$ cat src/rtl/run_ctrl.sv
// -----------------------------------------------------------------------------
// run_ctrl
//   Run-control responder sitting between the debug host and the PC/CPU pair.
//   Accepts STATUS/HALT/RESUME/STEP commands over a valid/ready channel, gates
//   the PC write enable, watches the CPU exception vector and returns one
//   registered status response (state, PC, cause) per accepted command. A trap
//   taken while running with nothing outstanding produces an unsolicited HALT
//   response, unless a response is already pending, in which case it is dropped.
//
//   state  | meaning
//   -------+----------------------------------------------------------------
//   RST    | first cycle out of reset, no commits, moves to RUN unconditionally
//   RUN    | free running, PC commits every exception-free cycle
//   HALT   | stopped by command or trap; accepts RESUME/STEP/HALT/STATUS
//   ERROR  | fatal anomaly seen; sticky until rst_i, commands only answered
//   STEP   | committing a bounded number of instructions, then back to HALT
//
// Ports
//   clk_i, rst_i        clock, synchronous active-high reset
//   cmd_valid_i/ready_o command handshake; cmd_op_i (0 STATUS,1 HALT,2 RESUME,
//                       3 STEP), cmd_arg_i step count (0 behaves as 1)
//   exception_i         CPU exception vector for the current cycle
//   pc_i                current PC
//   pc_we_o             PC commit enable
//   rsp_valid_o/ready_i response handshake; rsp_state_o, rsp_pc_o, rsp_cause_o
//   halted_o            state is HALT or ERROR
// -----------------------------------------------------------------------------
module run_ctrl #(
    parameter int DATA_WIDTH  = 64,
    parameter int ANOMALY_MSB = 2,
    parameter int ECALL_BIT   = 3,
    parameter int EBREAK_BIT  = 4,
    parameter int STEP_W      = 16
) (
    input  logic                  clk_i,
    input  logic                  rst_i,
    input  logic                  cmd_valid_i,
    output logic                  cmd_ready_o,
    input  logic [1:0]            cmd_op_i,
    input  logic [STEP_W-1:0]     cmd_arg_i,
    input  logic [7:0]            exception_i,
    input  logic [DATA_WIDTH-1:0] pc_i,
    output logic                  pc_we_o,
    output logic                  rsp_valid_o,
    input  logic                  rsp_ready_i,
    output logic [2:0]            rsp_state_o,
    output logic [DATA_WIDTH-1:0] rsp_pc_o,
    output logic [7:0]            rsp_cause_o,
    output logic                  halted_o
);

    typedef enum logic [2:0] {
        S_RST   = 3'd0,
        S_RUN   = 3'd1,
        S_HALT  = 3'd2,
        S_ERROR = 3'd3,
        S_STEP  = 3'd4
    } state_t;

    localparam logic [1:0] OP_STATUS = 2'd0;
    localparam logic [1:0] OP_HALT   = 2'd1;
    localparam logic [1:0] OP_RESUME = 2'd2;
    localparam logic [1:0] OP_STEP   = 2'd3;

    localparam logic [STEP_W-1:0] CNT_ONE = STEP_W'(1);

    state_t                  r_state;
    logic [7:0]              r_cause;
    logic [STEP_W-1:0]       r_cnt;
    logic                    r_step_done;
    logic                    r_rsp_valid;
    logic [2:0]              r_rsp_state;
    logic [DATA_WIDTH-1:0]   r_rsp_pc;
    logic [7:0]              r_rsp_cause;

    state_t                  w_state_nxt;
    logic [7:0]              w_cause_nxt;
    logic [STEP_W-1:0]       w_cnt_nxt;
    logic                    w_step_done_nxt;
    logic                    w_rsp_make;
    logic                    w_exc_fatal;
    logic                    w_exc_trap;
    logic                    w_exc_any;
    logic                    w_pc_we;
    logic                    w_cmd_ready;
    logic                    w_cmd_fire;
    logic [STEP_W-1:0]       w_step_load;

    always_comb begin
        w_exc_fatal = |exception_i[ANOMALY_MSB:0];
        w_exc_trap  = exception_i[ECALL_BIT] | exception_i[EBREAK_BIT];
        w_exc_any   = (exception_i != 8'd0);
        w_pc_we     = ((r_state == S_RUN) || (r_state == S_STEP)) && !w_exc_any;
        // A cycle with any exception in RUN belongs to the exception path, so
        // no command is taken alongside it; this keeps exactly one response
        // per accepted command.
        w_cmd_ready = !r_rsp_valid && !r_step_done &&
                      ((r_state == S_HALT) || (r_state == S_ERROR) ||
                       ((r_state == S_RUN) && !w_exc_any));
        w_cmd_fire  = cmd_valid_i && w_cmd_ready;
        w_step_load = (cmd_arg_i == '0) ? CNT_ONE : cmd_arg_i;
    end

    always_comb begin
        w_state_nxt     = r_state;
        w_cause_nxt     = r_cause;
        w_cnt_nxt       = r_cnt;
        w_step_done_nxt = r_step_done;
        w_rsp_make      = 1'b0;

        case (r_state)
            S_RST: begin
                w_state_nxt = S_RUN;
            end

            S_RUN: begin
                if (w_exc_fatal) begin
                    w_state_nxt = S_ERROR;
                    w_cause_nxt = exception_i;
                end else if (w_exc_trap) begin
                    w_state_nxt = S_HALT;
                    w_cause_nxt = exception_i;
                    // Unsolicited; lost if the host still owes us an accept.
                    w_rsp_make  = !r_rsp_valid;
                end else if (w_cmd_fire) begin
                    case (cmd_op_i)
                        OP_HALT: begin
                            w_state_nxt = S_HALT;
                            w_cause_nxt = 8'd0;
                            w_rsp_make  = 1'b1;
                        end
                        OP_STEP: begin
                            // Halt and step folded into one command; the
                            // response comes when the step finishes.
                            w_state_nxt = S_STEP;
                            w_cause_nxt = 8'd0;
                            w_cnt_nxt   = w_step_load;
                        end
                        default: begin
                            w_rsp_make = 1'b1;
                        end
                    endcase
                end
            end

            S_HALT: begin
                if (r_step_done) begin
                    // One cycle after the last step commit, so pc_i already
                    // shows the post-commit PC.
                    w_step_done_nxt = 1'b0;
                    w_rsp_make      = 1'b1;
                end else if (w_cmd_fire) begin
                    case (cmd_op_i)
                        OP_RESUME: begin
                            w_state_nxt = S_RUN;
                            w_cause_nxt = 8'd0;
                            w_rsp_make  = 1'b1;
                        end
                        OP_STEP: begin
                            w_state_nxt = S_STEP;
                            w_cnt_nxt   = w_step_load;
                        end
                        default: begin
                            w_rsp_make = 1'b1;
                        end
                    endcase
                end
            end

            S_ERROR: begin
                if (w_cmd_fire) begin
                    w_rsp_make = 1'b1;
                end
            end

            S_STEP: begin
                if (w_exc_fatal) begin
                    w_state_nxt = S_ERROR;
                    w_cause_nxt = exception_i;
                    w_cnt_nxt   = '0;
                    w_rsp_make  = 1'b1;
                end else if (w_exc_trap) begin
                    w_state_nxt = S_HALT;
                    w_cause_nxt = exception_i;
                    w_cnt_nxt   = '0;
                    w_rsp_make  = 1'b1;
                end else if (w_pc_we) begin
                    w_cnt_nxt = (r_cnt == '0) ? '0 : (r_cnt - CNT_ONE);
                    if (r_cnt <= CNT_ONE) begin
                        w_state_nxt     = S_HALT;
                        w_step_done_nxt = 1'b1;
                    end
                end
            end

            default: begin
                w_state_nxt = S_RST;
            end
        endcase
    end

    always_ff @(posedge clk_i) begin
        if (rst_i) begin
            r_state     <= S_RST;
            r_cause     <= 8'd0;
            r_cnt       <= '0;
            r_step_done <= 1'b0;
            r_rsp_valid <= 1'b0;
            r_rsp_state <= 3'd0;
            r_rsp_pc    <= '0;
            r_rsp_cause <= 8'd0;
        end else begin
            r_state     <= w_state_nxt;
            r_cause     <= w_cause_nxt;
            r_cnt       <= w_cnt_nxt;
            r_step_done <= w_step_done_nxt;
            if (w_rsp_make) begin
                r_rsp_valid <= 1'b1;
                r_rsp_state <= w_state_nxt;
                r_rsp_pc    <= pc_i;
                r_rsp_cause <= w_cause_nxt;
            end else if (rsp_ready_i) begin
                r_rsp_valid <= 1'b0;
            end
        end
    end

    assign cmd_ready_o = w_cmd_ready;
    assign pc_we_o     = w_pc_we;
    assign rsp_valid_o = r_rsp_valid;
    assign rsp_state_o = r_rsp_state;
    assign rsp_pc_o    = r_rsp_pc;
    assign rsp_cause_o = r_rsp_cause;
    assign halted_o    = (r_state == S_HALT) || (r_state == S_ERROR);

endmodule

$ cat config.mk
export PLATFORM = sky130hd
export DESIGN_NAME = run_ctrl
export DESIGN_NICKNAME = d
export VERILOG_FILES = /design/src/rtl/run_ctrl.sv
export SDC_FILE = /design/constraint.sdc
export NUM_CORES = 1
export LEC_CHECK = 0
export ABC_AREA = 1
export CORE_ASPECT_RATIO = 0.75
export CORE_MARGIN = 2
export CORE_UTILIZATION = 50
export DETAILED_ROUTE_END_ITERATION = 7
export DONT_BUFFER_PORTS = 1
export PLACE_DENSITY_LB_ADDON = 0.3
export SYNTH_ARGS = -nofsm -noshare
export SYNTH_HDL_FRONTEND = slang
export SYNTH_SLANG_ARGS = --single-unit
$ cat constraint.sdc
create_clock -name clk_i -period 3.4 [get_ports clk_i]
set_input_delay 0.34 -clock clk_i [delete_from_list [all_inputs] [get_ports clk_i]]
set_output_delay 0.34 -clock clk_i [all_outputs]
set_load 0.02 [all_outputs]
# [Word level (Yosys, flattened, before mapping)]
# Index checks and enable logic that the tools add are counted.
[totals] register_bits=104 latchBits=0 ramBits=0 romBits=0 inputBits=94 out_inout_bits=79 elab_cells=97 n_memories=0
[op_classes] n_addsub=1 mul=0 div=0 magnitude_cmp=1 eq_ne=15 shifts=0 n_mux=49 bitwise_logic=1 n_reduce_logical=22
[ops] operator="16-bit two-way mux" count=10
[ops] operator="8-bit two-way mux" count=9
[ops] operator="16-bit one-hot mux with 3 select lines" count=1
[ops] operator="16-bit logical NOT" count=2
[ops] operator="3-bit two-way mux" count=9
[ops] operator="8-bit one-hot mux with 3 select lines" count=1
[ops] operator="16-bit by 1-bit <= comparator with 1-bit output (second input constant)" count=1
[ops] operator="16-bit by 1-bit subtractor with 16-bit output (second input constant)" count=1
[ops] operator="3-bit one-hot mux with 5 select lines" count=1
[ops] operator="1-bit two-way mux" count=14
[ops] operator="2-bit inequality test (second input constant)" count=6
[ops] operator="3-bit one-hot mux with 2 select lines" count=2
[ops] operator="5-bit AND reduction" count=2
[ops] operator="8-bit nonzero test" count=1
[ops] operator="3-bit by 2-bit == test with 1-bit output (second input constant)" count=2
[ops] operator="1-bit logical AND" count=5
[ops] operator="2-bit == test (second input constant)" count=2
[ops] operator="4-bit inequality test (second input constant)" count=1
[ops] operator="1-bit one-hot mux with 4 select lines" count=1
[ops] operator="2-bit nonzero test" count=2
[ops] operator="3-bit by 1-bit == test with 1-bit output (second input constant)" count=1
[ops] operator="3-bit == test (second input constant)" count=1
[ops] operator="1-bit logical NOT" count=3
[ops] operator="3-bit logical NOT" count=1
[ops] operator="other kinds (8)" count=10

# [Longest topological paths before layout]
[depth] word_depth=11 depth_mapped=14 depth_no_buf=13

# [Least setup slack after synthesis]
# Ideal clock, no wire load.
[synth_path] kind="reg2reg" start="register r_state[0]" end="register r_rsp_state[1] (netlist: rsp_state_o[1])" setup_ps=64 t_arrival_ps=1794 t_required_ps=3336 setup_slack_ps=1542 stages_incl_launch_ff=12 period_less_slack_ps=1858 path_cell_list="dfxtp_1 > nor2_1 > nand2_1 > nand2_1 > inv_1 > nor3_1 > nand2_1 > o21ai_0 > a21oi_1 > nand2_1 > nor2_1 > nor2_1"
[synth_between] elab_cells_between_ends=27 classes_between="eq/ne: 4; mux: 15; reduce/logical: 8"
[synth_rtl] element="start, declared" line="67" text="state_t r_state;"
[synth_rtl] element="start signal, assigned" line="213" text="r_state <= w_state_nxt;"
[synth_rtl] element="3-bit by 1-bit == test with 1-bit output or 3-bit == test (tied branches)" line="93" text="w_pc_we = ((r_state == S_RUN) || (r_state == S_STEP)) && !w_exc_any;"
[synth_rtl] element="1-bit logical OR (*)" line="93"
[synth_rtl] element="1-bit logical AND (*)" line="93"
[synth_rtl] element="named net pc_we_o" line="43" text="output logic pc_we_o,"
[synth_rtl] element="3-bit two-way mux (*)" line="187" text="end else if (w_pc_we) begin"
[synth_rtl] element="3-bit two-way mux (*)" line="182" text="end else if (w_exc_trap) begin"
[synth_rtl] element="3-bit two-way mux (*)" line="177" text="if (w_exc_fatal) begin"
[synth_rtl] element="3-bit one-hot mux with 5 select lines (*)" line="111" text="case (r_state)"
[synth_rtl] element="end signal, assigned" line="219" text="r_rsp_state <= w_state_nxt;"
[synth_rtl] element="end, declared" line="72" text="logic [2:0] r_rsp_state;"
# Mark *: on every way through the listed nets, which the timed path passes. The rest lies on a longest branch.
# A chain may end at the register's enable or synchronous reset.

# [Final worst setup path]
[layout_path] start="register r_state[1]" end="register r_rsp_pc[21] (netlist: rsp_pc_o[21])"
[layout_between] elab_chain_len=9 elab_cells_between_ends=15 classes_between="eq/ne: 4; mux: 6; reduce/logical: 5"
[layout_rtl] element="3-bit by 2-bit == test with 1-bit output"
[layout_rtl] element="1-bit logical OR (*)"
[layout_rtl] element="named net halted_o" line="49" text="output logic halted_o"
[layout_rtl] element="1-bit logical OR (*)" line="98" text="((r_state == S_HALT) || (r_state == S_ERROR) ||"
[layout_rtl] element="1-bit logical AND (*)" line="97" text="w_cmd_ready = !r_rsp_valid && !r_step_done &&"
[layout_rtl] element="1-bit logical AND (*)" line="100" text="w_cmd_fire = cmd_valid_i && w_cmd_ready;"
[layout_rtl] element="1-bit two-way mux" line="152" text="end else if (w_cmd_fire) begin"
[layout_rtl] element="1-bit two-way mux" line="120" text="end else if (w_exc_trap) begin"
[layout_rtl] element="1-bit two-way mux" line="117" text="if (w_exc_fatal) begin"
[layout_rtl] element="1-bit one-hot mux with 4 select lines (*)" line="111"
[layout_rtl] element="end signal, assigned" line="220" text="r_rsp_pc <= pc_i;"
[layout_rtl] element="end, declared" line="73" text="logic [DATA_WIDTH-1:0] r_rsp_pc;"
# Marks and branches as above.

==> run_results.csv <==
group,metric,value,unit
sta,fin_tns_setup,0,ns
finish,instances_no_fill,815,
outcome,status,"finished clean",
floorplan,start_util,52.3,%
grt,grt_max_degree,58,
cts,hold_buffers,0,
run,drv_cap,0,
finish,areaGrowthSynthToFinish,6.61,%
synthesis,syn_area,4790,µm²
sta,tightestPinTransition,0.853,ns
sta,drv_slew,0,
worst_setup_path,end_kind,"flop",
detailed_routing,final_antenna_net_count,0,
sta,finalCritPeriodShare,73.5,%
synthesis,syn_inst,696,
worst_hold_path,hold_path_end,"r_state[2]",
grt,grt_first_pass_wirelength,18.6,mm
worst_hold_path,min_path_type,"in2reg",
pwr,p_per_area,608,nW/µm²
grt,grt_pass1_vias,3993,
cts,cts_resized,0,
sta,rsz0062_at_grt,"no",
cts,worstSkewPairLatency,0.34,ns
cts,cts_max_path_buffers,2,
grt,antenna_found_initial,0,
detailed_routing,vias_per_cell,5.40,
floorplan,core-area,9160,µm²
sta,max_slew_margin,42.6,%
sta,finalClockSkew,0.00548,ns
sta,setup_ws,0.900,ns
pwr,ir_worst_vdd,0.407,mV
pwr,p_leak,2.48,nW
finish,final_common_cell,"nor2_1",
sta,holdWs,0.0659,ns
worst_setup_path,worstSetupStartpointType,"flop",
finish,fill_cells,943,
sta,max_freq,400,MHz
finish,fin_nets,779,
sta,fin_crit,2.50,ns
floorplan,die_area,10400,µm²
cts,cts_buffers,9,
floorplan,die_h,88.7,µm
worst_setup_path,critical_path_class,"reg2reg",
finish,drive_gt1_share,6.40,%
worst_setup_path,crit_fanout,46,
cts,h-tree-depth,3,
synthesis,synth-seq-area-share,43.5,%
placement,gp_congestion,0.927,
placement,port_buffers,0,
sta,finalSetupViolCount,0,
worst_hold_path,min_from,"rst_i",
detailed_routing,totalWireLength,12.0,mm
synthesis,netlist-cell-type-count,36,
grt,grt_use_total,22.5,%
worst_setup_path,reg2reg_depth,11,
detailed_routing,drt_drc_violations_left,0,
worst_setup_path,reg2reg_slack,0.90,ns
cts,postCtsSetupRepairBufs,0,
worst_setup_path,crit_required,3.67,ns
floorplan,ioPinCount,173,
cts,cts_root_buffer,"clkbuf_16",
detailed_routing,drt_iter0_markers,257,
detailed_routing,wire_per_inst,14.7,µm
detailed_routing,drtPass1Iterations,5,
floorplan,rows,30,
worst_hold_path,whs_path_depth,1,
synthesis,avgSynthCellArea,6.88,µm²
grt,overflow,0,
cts,clk_pin_slew,0.07,ns
sta,hold_viol_final,0,
placement,pre_cts_ws,0.914,ns
cts,cts_tree,"done",
finish,fin_util,55.7,%
worst_setup_path,arrival,2.77,ns
cts,cts_sinks,104,
detailed_routing,vias,4403,
worst_setup_path,worstReg2RegStart,"r_state[1]",
worst_setup_path,r2r-end,"rsp_pc_o[21]",
synthesis,ys_warn_count,0,
synthesis,ys_ff_latch,104,
synthesis,syn-num-nets,793,
floorplan,die_x,117,µm
placement,place_inst,799,
placement,dp_hpwl,8.79,mm
finish,antenna_cells,0,
finish,layout_common_cells,"nor2_1, nand2_1, dfxtp_1, o21ai_0, inv_1",
synth_stat cells, drive strengths merged:
master / n / area [µm²]
nand3b: 2 / 15.0
a31oi: 2 / 12.5
xor2: 9 / 78.8
a22oi: 1 / 7.51
nor2: 207 / 805
nor3: 9 / 45.0
inv: 53 / 199
o21bai: 2 / 15.0
clkinv: 1 / 3.75
nand2: 117 / 467
a21oi: 20 / 100
o21ai: 95 / 479
nand4: 12 / 96.3
dfxtp: 104 / 2080
ha: 3 / 37.5
nor4: 4 / 25.0
clkbuf: 13 / 50.0
nand3: 21 / 115
xnor2: 1 / 8.76
a21boi: 1 / 7.51
buf: 18 / 125
a211oi: 1 / 12.5
flip-flops by register name (all words and copies together) (netlist names):
name	cells
rsp_valid_o	1
r_cause	8
rsp_pc_o	64
r_cnt	16
rsp_cause_o	8
rsp_state_o	3
r_state	3
r_step_done	1
kinds of logic after synthesis:
logic type / after synthesis / share of synthesized area [%]
AOI/OAI and AO/OA: 122 / 13.3
xor gates and xnor gates: 10 / 1.83
adders and majority gates: 3 / 0.784
buffers and inverters: 85 / 7.89
DFF: 104 / 43.5
and+or+nand+nor: 372 / 32.7
how the worst max path moves through the flow:
stage	from	end	slack, ns	cells past startpoint
final	r_state[1]	rsp_pc_o[21]	0.90	11
after global routing	r_state[1]	r_cnt[0]	0.62	9
after CTS	r_state[1]	rsp_pc_o[8]	0.90	11
after detailed placement	r_state[1]	rsp_pc_o[39]	0.91	11
after global placement	r_state[1]	r_cnt[0]	1.06	9
after floorplan	r_state[0]	rsp_state_o[1]	1.54	11
through the flow:
| step | total power, mW | cell area [µm²] |
|---|---|---|
| 5_1_grt | 3.29 | 5100 |
| 2_1_floorplan | 2.03 | 4790 |
| 4_1_cts | 3.13 | 5100 |
| 6_report | 3.10 | 5100 |
| 3_3_place_gp | 2.13 | 4820 |
| 3_5_place_dp | 2.14 | 4820 |
power breakdown:
part | total [mW] | switching (mW) | internal (mW)
Sequential | 1.57 | 0.220 | 1.35
Combinational | 0.552 | 0.377 | 0.175
Clock | 0.981 | 0.468 | 0.512
Total | 3.10 | 1.07 | 2.04
final cells by class:
cell class              instances  area, µm²  share of cell area, %
clock inverters                 7       61.3                   1.20
well taps                     128        160                   3.14
clock buffers                   9        225                   4.41
multi-input cells             507       2330                   45.6
flip-flops and latches        104       2080                   40.8
inverters                      54        203                   3.97
repair buffers                  6       45.0                  0.883
critical path, cell delays in order, from the launching register on:
cell and delay, ns:
dfxtp_1 0.36, inv_1 0.09, nor2_1 0.36, inv_1 0.17
nand2_4 0.13, nand4_2 0.10, nor2_1 0.15, nor2_2 0.08
nand2_4 0.26, buf_4 0.44, o21ai_0 0.14, nor2_1 0.14
per-layer routing:
metal / routed length, µm / global-route usage [%]
met5: 0 / 0
met4: 182 / 5.99
met3: 1090 / 7.95
met2: 5490 / 35.6
met1: 5210 / 29.4
No activity file was read; power rests on OpenSTA's default activity.
